## config.mk

```make
export PLATFORM = sky130hd
export DESIGN_NAME = fabric_tag_merge
export DESIGN_NICKNAME = d
export VERILOG_FILES = /design/src/rtl/fabric_tag_merge_pkg.sv /design/src/rtl/fabric_tag_merge_arb.sv /design/src/rtl/fabric_tag_merge.sv
export SDC_FILE = /design/constraint.sdc
export NUM_CORES = 1
export LEC_CHECK = 0
export BUFFER_PORTS_ARGS = -buffer_cell sky130_fd_sc_hd__buf_2
export CORE_AREA = 4 4 102 104
export DETAILED_ROUTE_END_ITERATION = 10
export DIE_AREA = 0 0 106 108
export PLACE_DENSITY_LB_ADDON = 0.08
export SYNTH_ARGS = -nofsm -noshare
export SYNTH_HDL_FRONTEND = slang
export SYNTH_SLANG_ARGS = --single-unit
```

## constraint.sdc

```tcl
create_clock -name clk -period 5 [get_ports clk]
set_clock_uncertainty 0.2 [all_clocks]
set_input_delay 0.75 -clock clk [delete_from_list [all_inputs] [get_ports clk]]
set_output_delay 0.75 -clock clk [all_outputs]
set_load 0.005 [all_outputs]
```

## src/rtl/fabric_tag_merge_pkg.sv

```systemverilog
// Shared fabric definitions: elaboration error codes and index-width helper.
package fabric_tag_merge_pkg;

  localparam string ERR_NUM_IN     = "COMP_TAG_MERGE_NUM_IN";
  localparam string ERR_DATA_WIDTH = "COMP_TAG_MERGE_DATA_WIDTH";
  localparam string ERR_TAG_WIDTH  = "COMP_TAG_MERGE_TAG_WIDTH";

  // Width of an index into n items; never narrower than one bit.
  function automatic int idx_w(input int n);
    return (n <= 1) ? 1 : $clog2(n);
  endfunction

endpackage

```

## src/rtl/fabric_tag_merge_arb.sv

```systemverilog
// Round-robin arbiter: first requester at or after rr_ptr wins; pointer
// moves past the winner only when the grant is actually consumed.
module fabric_rr_arbiter
  import fabric_tag_merge_pkg::*;
#(
  parameter int NUM_IN = 4,
  parameter int IDX_W  = idx_w(NUM_IN)
) (
  input  logic              clk,
  input  logic              rst,
  input  logic [NUM_IN-1:0] req,
  input  logic              advance,
  output logic [NUM_IN-1:0] grant,
  output logic [IDX_W-1:0]  grant_idx
);

  localparam logic [IDX_W:0]   N_EXT = (IDX_W+1)'(NUM_IN);
  localparam logic [IDX_W-1:0] LAST  = IDX_W'(NUM_IN-1);

  logic [IDX_W-1:0] rr_ptr;
  logic [IDX_W:0]   cand;
  logic             found;

  // Wrapping search from rr_ptr; sum stays below 2*NUM_IN so one subtract wraps it.
  always_comb begin
    grant     = '0;
    grant_idx = '0;
    found     = 1'b0;
    cand      = '0;
    for (int k = 0; k < NUM_IN; k++) begin
      cand = {1'b0, rr_ptr} + (IDX_W+1)'(k);
      if (cand >= N_EXT) cand = cand - N_EXT;
      if (!found && req[cand[IDX_W-1:0]]) begin
        found     = 1'b1;
        grant_idx = cand[IDX_W-1:0];
      end
    end
    grant[grant_idx] = found;
  end

  // Pointer advances to the slot after the channel that just transferred.
  always_ff @(posedge clk) begin
    if (rst)          rr_ptr <= '0;
    else if (advance) rr_ptr <= (grant_idx == LAST) ? '0 : grant_idx + 1'b1;
  end

endmodule

```

## src/rtl/fabric_tag_merge.sv

```systemverilog
// Merges NUM_IN untagged streams into one tagged stream through a 2-entry
// FIFO; tags come from cfg_data at acceptance time. cfg_err flags duplicates.
module fabric_tag_merge
  import fabric_tag_merge_pkg::*;
#(
  parameter int NUM_IN     = 4,
  parameter int DATA_WIDTH = 32,
  parameter int TAG_WIDTH  = 4
) (
  input  logic                              clk,
  input  logic                              rst,
  input  logic [NUM_IN-1:0]                 in_valid,
  output logic [NUM_IN-1:0]                 in_ready,
  input  logic [NUM_IN*DATA_WIDTH-1:0]      in_data,
  output logic                              out_valid,
  input  logic                              out_ready,
  output logic [DATA_WIDTH+TAG_WIDTH-1:0]   out_data,
  input  logic [NUM_IN*TAG_WIDTH-1:0]       cfg_data,
  output logic                              cfg_err
);

  localparam int CONFIG_WIDTH = NUM_IN*TAG_WIDTH;
  localparam int OUT_W        = DATA_WIDTH+TAG_WIDTH;
  localparam int IW           = idx_w(NUM_IN);

  if (NUM_IN < 2) begin : g_bad_num_in
    $fatal(1, "%s", ERR_NUM_IN);
  end
  if (DATA_WIDTH < 1) begin : g_bad_data_width
    $fatal(1, "%s", ERR_DATA_WIDTH);
  end
  if (TAG_WIDTH < 1 || (TAG_WIDTH < 31 && (2**TAG_WIDTH) < NUM_IN)) begin : g_bad_tag_width
    $fatal(1, "%s", ERR_TAG_WIDTH);
  end

  logic [NUM_IN-1:0][TAG_WIDTH-1:0]  tags;
  logic [NUM_IN-1:0][DATA_WIDTH-1:0] chan;
  logic [NUM_IN-1:0]                 grant;
  logic [IW-1:0]                     grant_idx;
  logic [OUT_W-1:0]                  word;
  logic [1:0][OUT_W-1:0]             mem;
  logic                              wr_ptr, rd_ptr;
  logic [1:0]                        count;
  logic                              space, push, pop, dup;

  assign tags = cfg_data[CONFIG_WIDTH-1:0];
  assign chan = in_data;

  fabric_rr_arbiter #(.NUM_IN(NUM_IN), .IDX_W(IW)) u_arb (
    .clk      (clk),
    .rst      (rst),
    .req      (in_valid),
    .advance  (push),
    .grant    (grant),
    .grant_idx(grant_idx)
  );

  // Ready only for the granted channel with buffer room; a pop in the same
  // cycle does not open a slot, so a full FIFO never sees a push.
  assign space     = (count < 2'd2);
  assign in_ready  = (!rst && space) ? grant : '0;
  assign push      = |(in_valid & in_ready);
  assign pop       = out_valid && out_ready;
  assign word      = {tags[grant_idx], chan[grant_idx]};
  assign out_valid = (count != 2'd0);
  assign out_data  = mem[rd_ptr];

  // FIFO pointers and occupancy; reset drops anything buffered.
  always_ff @(posedge clk) begin
    if (rst) begin
      count  <= '0;
      wr_ptr <= 1'b0;
      rd_ptr <= 1'b0;
    end else begin
      if (push) wr_ptr <= ~wr_ptr;
      if (pop)  rd_ptr <= ~rd_ptr;
      case ({push, pop})
        2'b10:   count <= count + 2'd1;
        2'b01:   count <= count - 2'd1;
        default: count <= count;
      endcase
    end
  end

  // Storage captures the tag as configured in the accepting cycle.
  always_ff @(posedge clk) begin
    if (push) mem[wr_ptr] <= word;
  end

  // Pairwise tag compare across all channels.
  always_comb begin
    dup = 1'b0;
    for (int i = 0; i < NUM_IN; i++)
      for (int j = i + 1; j < NUM_IN; j++)
        if (tags[i] == tags[j]) dup = 1'b1;
  end

  // Duplicate-tag flag, registered; informational only.
  always_ff @(posedge clk) begin
    if (rst) cfg_err <= 1'b0;
    else     cfg_err <= dup;
  end

endmodule

```

; Word-level counts from Yosys, hierarchy flattened
; Cells that the tools add are included.
; Widths: inputs -> output; s select.
[word_totals]
ff_bits = 79
inputBits = 151
out_inout_bits = 42
[classes]
addsub = 10
n_lt_le_gt_ge = 14
n_eq_ne = 9
mux = 40
n_bitwise = 4
n_reduce_logical = 14
[ops]
columns = cell, n
row1 = $mux 36, 3
row2 = $bwmux 72, 1
row3 = $bmux 32 s2, 1
row4 = $demux 36 s1, 1
row5 = $mux 32, 1
row6 = $eq 4x4->1, 6
row7 = $mux 2, 9
row8 = $lt 2x3->1 const B, 5
row9 = $mux 1, 15
row10 = $sub 2x1->2 const B, 5
row11 = $ge 3x3->1 const B, 3
row12 = $and 4x4->4, 2
row13 = $bmux 1 s2, 4
row14 = $bmux 4 s2, 1
row15 = $mux 4, 2
row16 = $logic_and 1x1->1, 7
row17 = $add 2x2->3 const B, 2
row18 = $add 2x1->2 const B, 2
row19 = $eq 2x2->1 const B, 2
row20 = $logic_not 1->1, 4
row21 = $lt 1x2->1 const B, 2
row22 = $pmux 2 s2, 1
row23 = $reduce_bool 2->1, 2
row24 = $reduce_or 4->1, 1
row25 = other kinds (8), 9

; Longest topological paths before layout
; Gate-level depths: netlist of the first run.
[logic_depth]
depth_word = 24
depth_mapped = 13
mapped_depth_nobuf = 12

; By module
; From an unflattened synthesis of the first run, not the netlist that was laid out.
[unflattened]
hier_cells = 249
hier_area_um2 = 4321.6
[modules_own_cells]
columns = mod, n_inst, cells_per_inst, area_each_um2, seq_area_each_um2
row1 = fabric_tag_merge, 1, 216, 4037.6, 2262.2
row2 = fabric_rr_arbiter, 1, 33, 284.0, 40.0

; Worst setup path after synthesis of the first run
; OpenSTA, ideal clock, no wires.
[synth_timing]
path_kind = input to register
start = input in_valid[2]
end = register mem[36] (netlist name) (enable)
t_arrival_ps = 3851
t_required_ps = 4367
slack_ps = 516
stages = 10
path_cell_list = mux2i_1 > o22ai_1 > or2_4 > inv_2 > buf_2 > ha_1 > and2_1 > o31ai_1 > o41a_4 > nor2b_1
[synth_between]
elab_chain_len = 20
elab_cells_between_ends = 31
[synth_lines]
columns = element, line
row1 = "start, declared", fabric_tag_merge.sv:12  ; input logic [NUM_IN-1:0] in_valid,
row2 = $bmux 1 s2, fabric_tag_merge_arb.sv:33  ; if (!found && req[cand[IDX_W-1:0]]) begin
row3 = $mux 1 (implied by the code), fabric_tag_merge_arb.sv:33
row4 = $mux 1, fabric_tag_merge_arb.sv:33
row5 = $logic_not 1->1, fabric_tag_merge_arb.sv:33
row6 = $logic_and 1x1->1, fabric_tag_merge_arb.sv:33
row7 = $mux 1, fabric_tag_merge_arb.sv:33
row8 = $logic_not 1->1, fabric_tag_merge_arb.sv:33
row9 = $logic_and 1x1->1, fabric_tag_merge_arb.sv:33
row10 = [... 4 more ...], n/a
row11 = $lt 2x3->1 (implied by the code) or $ge 2x1->1 (tied branches), fabric_tag_merge_arb.sv:38  ; grant[grant_idx] = found;
row12 = $logic_and 1x1->1 (implied by the code), fabric_tag_merge_arb.sv:38
row13 = $mux 1 (implied by the code), fabric_tag_merge_arb.sv:38
row14 = $demux 1 s2, n/a
row15 = $and 4x4->4 (no line), n/a
row16 = $mux 4, fabric_tag_merge.sv:61  ; assign in_ready = (!rst && space) ? grant : '0;
row17 = $and 4x4->4 *, fabric_tag_merge.sv:62  ; assign push = |(in_valid & in_ready);
row18 = $reduce_or 4->1 *, fabric_tag_merge.sv:62
row19 = "end signal, assigned by index", fabric_tag_merge.sv:87  ; if (push) mem[wr_ptr] <= word;
row20 = "end, declared", fabric_tag_merge.sv:41  ; logic [1:0][OUT_W-1:0] mem;
; Mark *: on every way between the ends. The rest lies on a longest branch, timed or not. The select of a mux whose other input is x is not followed.
; A chain may end at the register's enable or synchronous reset.

; Worst setup path in the final report of the first run
[layout_timing]
start = input in_valid[0]
end = output in_ready[2]
[layout_between]
elab_chain_len = 18
elab_cells_between_ends = 29
[layout_lines]
columns = element, line
row1 = $bmux 1 s2, fabric_tag_merge_arb.sv:33
row2 = $mux 1 (implied by the code), fabric_tag_merge_arb.sv:33
row3 = $mux 1, fabric_tag_merge_arb.sv:33
row4 = $logic_not 1->1, fabric_tag_merge_arb.sv:33
row5 = $logic_and 1x1->1, fabric_tag_merge_arb.sv:33
row6 = $mux 1, fabric_tag_merge_arb.sv:33
row7 = $logic_not 1->1, fabric_tag_merge_arb.sv:33
row8 = $logic_and 1x1->1, fabric_tag_merge_arb.sv:33
row9 = [... 2 more ...], n/a
row10 = $logic_and 1x1->1, fabric_tag_merge_arb.sv:33
row11 = $mux 2, fabric_tag_merge_arb.sv:33
row12 = $lt 2x3->1 (implied by the code) or $ge 2x1->1 (tied branches), fabric_tag_merge_arb.sv:38
row13 = $logic_and 1x1->1 (implied by the code), fabric_tag_merge_arb.sv:38
row14 = $mux 1 (implied by the code), fabric_tag_merge_arb.sv:38
row15 = $demux 1 s2, n/a
row16 = $and 4x4->4 (no line) *, n/a
row17 = $mux 4 *, fabric_tag_merge.sv:61
row18 = "end, declared", fabric_tag_merge.sv:13  ; output logic [NUM_IN-1:0] in_ready,
; Marks and branches as above.

==> results of run 1 <==
## routing by layer
| layer | wire (um) | share of wire [%] | vias up | track usage, % |
|---|---|---|---|---|
| met3 | 635 | 6.6 | 15 | 4.179 |
| li1 | - | - | 1592 | - |
| met2 | 5015 | 52 | 100 | 30.15 |
| met1 | 3815 | 40 | 1558 | 19.76 |
| met5 | 0 | 0 | - | 0 |
| met4 | 159 | 1.7 | 0 | 6.568 |
## metrics by stage
step	setup slack, ps	hold WS [ps]	cells	utilization, %	power, mW
2_1_floorplan	515.8	246.0	315	-	1.912
3_3_place_gp	1296	291.0	629	58.20	2.298
3_5_place_dp	1256	312.3	629	58.20	2.331
4_1_cts	1259	328.0	645	60.02	2.740
5_1_grt	1095	379.8	645	60.02	2.893
6_report	1279	327.9	645	60.02	2.697
## cells by family (layout without fill, tap and decap cells)
| kind of cell | after synthesis | in the layout |
|---|---|---|
| adder cells (fa/ha/maj) | 2 | 2 |
| AO/OA/AOI/OAI | 16 | 16 |
| multiplexers | 147 | 147 |
| flip-flops | 79 | 79 |
| buffers and inverters | 19 | 216 |
| XOR/XNOR | 27 | 27 |
| AND/OR/NAND/NOR | 25 | 25 |
## worst max-delay path, stage by stage
cell and delay [ps]:
buf_2 120, a21oi_1 240, a2bb2oi_4 190, buf_4 490, buf_4 630, inv_1 80, nor2_1 110, buf_2 120
## sequential cells by signal, summed over array words and instances (netlist names)
signal and cells:
mem 72, rd_ptr 1, cfg_err 1, count 2, wr_ptr 1, u_arb.rr_ptr 2
## worst max-delay path by stage
stage | startpoint | endpoint | slack, ps | cells after the start
after floorplan | in_valid[2] | mem[36] | 520 | 10
after global placement | in_valid[0] | in_ready[2] | 1300 | 8
after detailed placement | in_valid[0] | in_ready[2] | 1260 | 8
after CTS | in_valid[0] | in_ready[2] | 1260 | 8
after global routing | in_valid[0] | in_ready[2] | 1090 | 8
final | in_valid[0] | in_ready[2] | 1280 | 8
## placed cells by master, fill, tap and decap left out, drive strengths merged, types with 2 or more instances in the layout
master / netlist / layout
and2: 3 / 3
nand2b: 3 / 3
xnor2: 14 / 14
clkbuf: 5 / 9
o21ai: 2 / 2
nor2b: 2 / 2
dfxtp: 7 / 7
ha: 2 / 2
clkinv: 0 / 5
nor2: 6 / 6
mux2: 37 / 37
edfxtp: 72 / 72
nor4: 5 / 5
buf: 11 / 197
or2: 2 / 2
mux2i: 110 / 110
a41oi: 3 / 3
xor2: 13 / 13
inv: 3 / 3
clkinvlp: 0 / 2
a21oi: 5 / 5
## final cells by class
class / instances / area [um^2] / area share (%)
clock buffer: 9 / 123.9 / 2.161
clock inverter: 7 / 50.05 / 0.8732
inverter: 3 / 11.26 / 0.1965
multi-input combinational: 217 / 2078 / 36.26
sequential: 79 / 2303 / 40.19
tap: 133 / 166.4 / 2.903
timing repair buffer: 197 / 998.5 / 17.42
## where the power goes
part           internal [mW]  total (mW)  switching [mW]
combinational          0.588        1.17           0.577
clock                  0.180       0.408           0.228
sequential              1.03        1.12          0.0968
total                   1.80        2.70           0.902
==> results.yml, run 1 <==
floorplanning:
  die_h_um: 108
  placementRows: 36
  start_util_pct: 46.54
  die_area_mm2: 0.01145
  ios: 193
  die_w_um: 106
  core-area_mm2: 0.009549
yosys:
  synthCells: 315
  synth.most_common_cell: "mux2i_1"
  synthAdderAreaFrac_pct: 0.5631
  synth_edf_count: 72
  synth_top_family_by_area: "multiplexers"
  synth.area.top_cells: "edfxtp_1 49%, mux2i_1 25%, mux2_2 9.1%"
  async_flop_share_pct: 0
  ys_seq_area_share_pct: 51.80
  synth-xor-area-share_pct: 5.321
  yosysWarnings: 0
  synthMuxAreaShare_pct: 34.23
  netlist_top_cells_count: "110 x mux2i_1, 72 x edfxtp_1, 36 x mux2_2"
  ys.flop_type: "edfxtp_1"
  syn-num-nets: 468
  syn_area_mm2: 0.004444
  synth.avg_cell_area_um2: 14.11
  synth_compound_area_share_pct: 2.872
  synth.distinct_cells: 33
  yosys.area_share.simple_pct: 3.181
  synth-seq-cells: 79
  yosys.area.top_type_share_pct: 48.65
  synth.largest_area_cell: "edfxtp_1"
route:
  antenna_left: 0
  wl_mm: 9.625
  via_count: 3265
  drt-vias-per-instance: 5.062
  drt_iter0_drc: 88
  first_pass_iters: 4
  drc_errors: 0
  wl_per_cell_um: 14.92
place:
  place_area_mm2: 0.005558
  hpwlAfterDp_mm: 7.307
  place.gp.congestion: 0.7530
  port_buffers: 192
worst_setup_path:
  r2r-end: "mem[57]"
  path_class: "in2out"
  path_max_fanout: 42
  cp.required_ps: 4050
  r2r_start: "u_arb.rr_ptr[1]"
  cp-end-kind: "primary output"
  reg2reg_depth: 10
  r2r_slack_ps: 1810
  arrival_ps: 2770
  start_kind: "input port"
cts:
  cts_buffer_depth: 2
  postCtsSetupBuffers: 0
  cts_resized: 0
  clk-insertion-delay-late_ps: 340
  cts_tree: "built"
  htree_levels: 3
  cts_buffers: 9
  cts_root_buffer: "clkbuf_8"
  cts_hold_buf: 0
  cts_num_sinks: 79
  clk_pin_slew_ps: 70
global_routing:
  antenna_found_initial: 0
  grt_pass1_wl_mm: 15.28
  track_usage_pct: 16.93
  gr-total-overflow: 0
  grt_pass1_vias: 3314
  grt_max_degree: 43
min_path:
  hold_path_startpoint: "wr_ptr"
  hold_end: "wr_ptr"
  min_path_type: "reg2reg"
  hold_depth: 1
timing:
  min_period_ps: 3721
  drv_slew: 0
  relSlewSlack_pct: 39.85
  tns_ps: 0
  hold_viol: 0
  worst_slew_pin_slew_ps: 902.3
  setup_viol: 0
  rsz0062_at_grt: "no"
  finalCritPeriodShare_pct: 74.43
  max_clock_freq_mhz: 268.7
run_status:
  status: "complete, no violations"
cells_and_area:
  stdcell_area_mm2: 0.005732
  diodes: 0
  syn_to_final_growth_pct: 28.97
  finalNetCount: 660
  num-fill-cells: 843
  drive_gt1_share_pct: 50.39
power_and_ir_drop:
  p_leak_nw: 2.468
  peakVddDrop_mv: 0.3874
  pwr_density_cell_mw_per_mm2: 470.5
run:
  drv_cap: 0
No activity file was read; power rests on OpenSTA's default activity.
==> run 2, diff against run 1 <==
Settings changed: CORE_AREA 4 4 102 104 to 4 4 107 109, DIE_AREA 0 0 106 108 to 0 0 111 113.
Clock period 5 ns to 3.38 ns, I/O delays scaled along.
==> run 2 against run 1 <==
Worst hold slack worse by 49 ps. Combinational power grew 50%. Critical path depth grew 1. Flip-flop and latch count stayed put. Clock power is 35% higher. Largest power group unchanged.
==> results.yml, run 2 (synthesized netlist as in run 1, its figures left out) <==
timing:
  relSlewSlack_pct: 29.62
  setup_viol: 0
  tns_ps: 0
  rsz0062_at_grt: "no"
  hold_viol: 0
  fin_hold_ws_ps: 278.4
  drv_slew: 0
  finalCritPeriodShare_pct: 91.48
  max_clock_freq_mhz: 323.4
  finalWorstSetupSlack_ps: 288.1
  min_period_ps: 3092
  worst_slew_pin_slew_ps: 1054
cells_and_area:
  num-fill-cells: 942
  syn_to_final_growth_pct: 28.38
  final_common_cell: "buf_2"
  diodes: 0
  stdcell_area_mm2: 0.005705
  reg.largest.list: "mem x72, count x2, u_arb.rr_ptr x2"
  drive_gt1_share_pct: 49.90
  finalNetCount: 659
  final_util_pct: 53.81
  max_flop_register: "mem"
  largest_reg_flops: 72
  final_cell_mix: "192 x buf_2, 110 x mux2i_1, 72 x edfxtp_1"
floorplanning:
  die_h_um: 113
  ios: 193
  start_util_pct: 41.92
  die_area_mm2: 0.01254
  core-area_mm2: 0.01060
  placementRows: 38
  die_w_um: 111
worst_setup_path:
  path_class: "reg2reg"
  cp-end-kind: "register"
  path_max_fanout: 36
  arrival_ps: 2840
  cp.required_ps: 3130
  start_kind: "register"
route:
  first_pass_iters: 4
  wl_mm: 9.529
  antenna_left: 0
  wl_per_cell_um: 14.68
  via_count: 3153
  drt_iter0_drc: 43
  drc_errors: 0
  drt-vias-per-instance: 4.858
global_routing:
  antenna_found_initial: 0
  track_usage_pct: 14.98
  gr-total-overflow: 0
  grt_pass1_wl_mm: 15.29
  grt_pass1_vias: 3268
  grt_max_degree: 43
cts:
  cts_tree: "built"
  clk-insertion-delay-late_ps: 330
  htree_levels: 3
  clk_pin_slew_ps: 70
  cts_num_sinks: 79
  cts_buffer_depth: 2
  postCtsSetupBuffers: 0
  cts_root_buffer: "clkbuf_8"
  cts_buffers: 9
  cts_hold_buf: 0
place:
  place_area_mm2: 0.005559
  place.gp.congestion: 0.7525
  hpwlAfterDp_mm: 7.201
  dp_worst_setup_slack_ps: 84.66
  port_buffers: 192
run:
  drv_cap: 0
min_path:
  min_path_type: "in2reg"
power_and_ir_drop:
  p_leak_nw: 2.457
  pwr_density_cell_mw_per_mm2: 689.4
  peakVddDrop_mv: 0.4153
run_status:
  status: "complete, no violations"
-- run 2: per-layer routing --
layer  part of all wire, %  vias up  track usage (%)  routed length (um)
li1                      -     1586                -                   -
met1                    42     1444            18.03                4033
met2                    49      113            25.44                4651
met3                   7.4       10            4.439                 704
met4                   1.5        0            5.747                 140
met5                     0        -                0                   0
-- run 2: path summary, 6_finish.rpt --
kind                    from  slack (ps)       end  cells after the start
max          u_arb.rr_ptr[1]         290   mem[49]                      9
min                      rst         280  count[1]                      2
max reg2reg  u_arb.rr_ptr[1]         290   mem[49]                      9
min reg2reg           wr_ptr         320    wr_ptr                      1
-- run 2: timing repair --
item                       4_1_cts  5_1_grt
setup endpoints to repair        0       50
gates resized for setup          0        1
hold endpoints to repair         0        0
-- run 2: metrics by stage --
stage	total power, mW	cells
floorplan	2.834	315
global placement	3.405	635
detailed placement	3.444	635
CTS	4.001	649
global route	4.212	649
finish	3.933	649
-- run 2: report_power, final --
| group | total [mW] | switching, mW | internal, mW |
|---|---|---|---|
| sequential | 1.62 | 0.0965 | 1.53 |
| clock | 0.551 | 0.294 | 0.257 |
| combinational | 1.76 | 0.900 | 0.861 |
| total | 3.93 | 1.29 | 2.64 |
-- run 2: layout make-up --
type / instances / area, um^2 / area share, %
Sequential cell: 79 / 2305 / 40.39
Clock buffer: 12 / 135.1 / 2.368
Clock inverter: 2 / 10.01 / 0.1754
Timing Repair Buffer: 196 / 991.0 / 17.37
Tap cell: 140 / 175.2 / 3.070
Inverter: 3 / 11.26 / 0.1974
Multi-Input combinational cell: 217 / 2078 / 36.43
-- run 2: worst max-delay path, stage by stage (launching register included) --
cell,delay (ps)
dfxtp_2,400
mux2i_1,220
o22ai_1,140
or2_4,280
inv_2,60
ha_1,150
and2_1,140
o31ai_1,90
o41a_4,180
nor2b_4,840
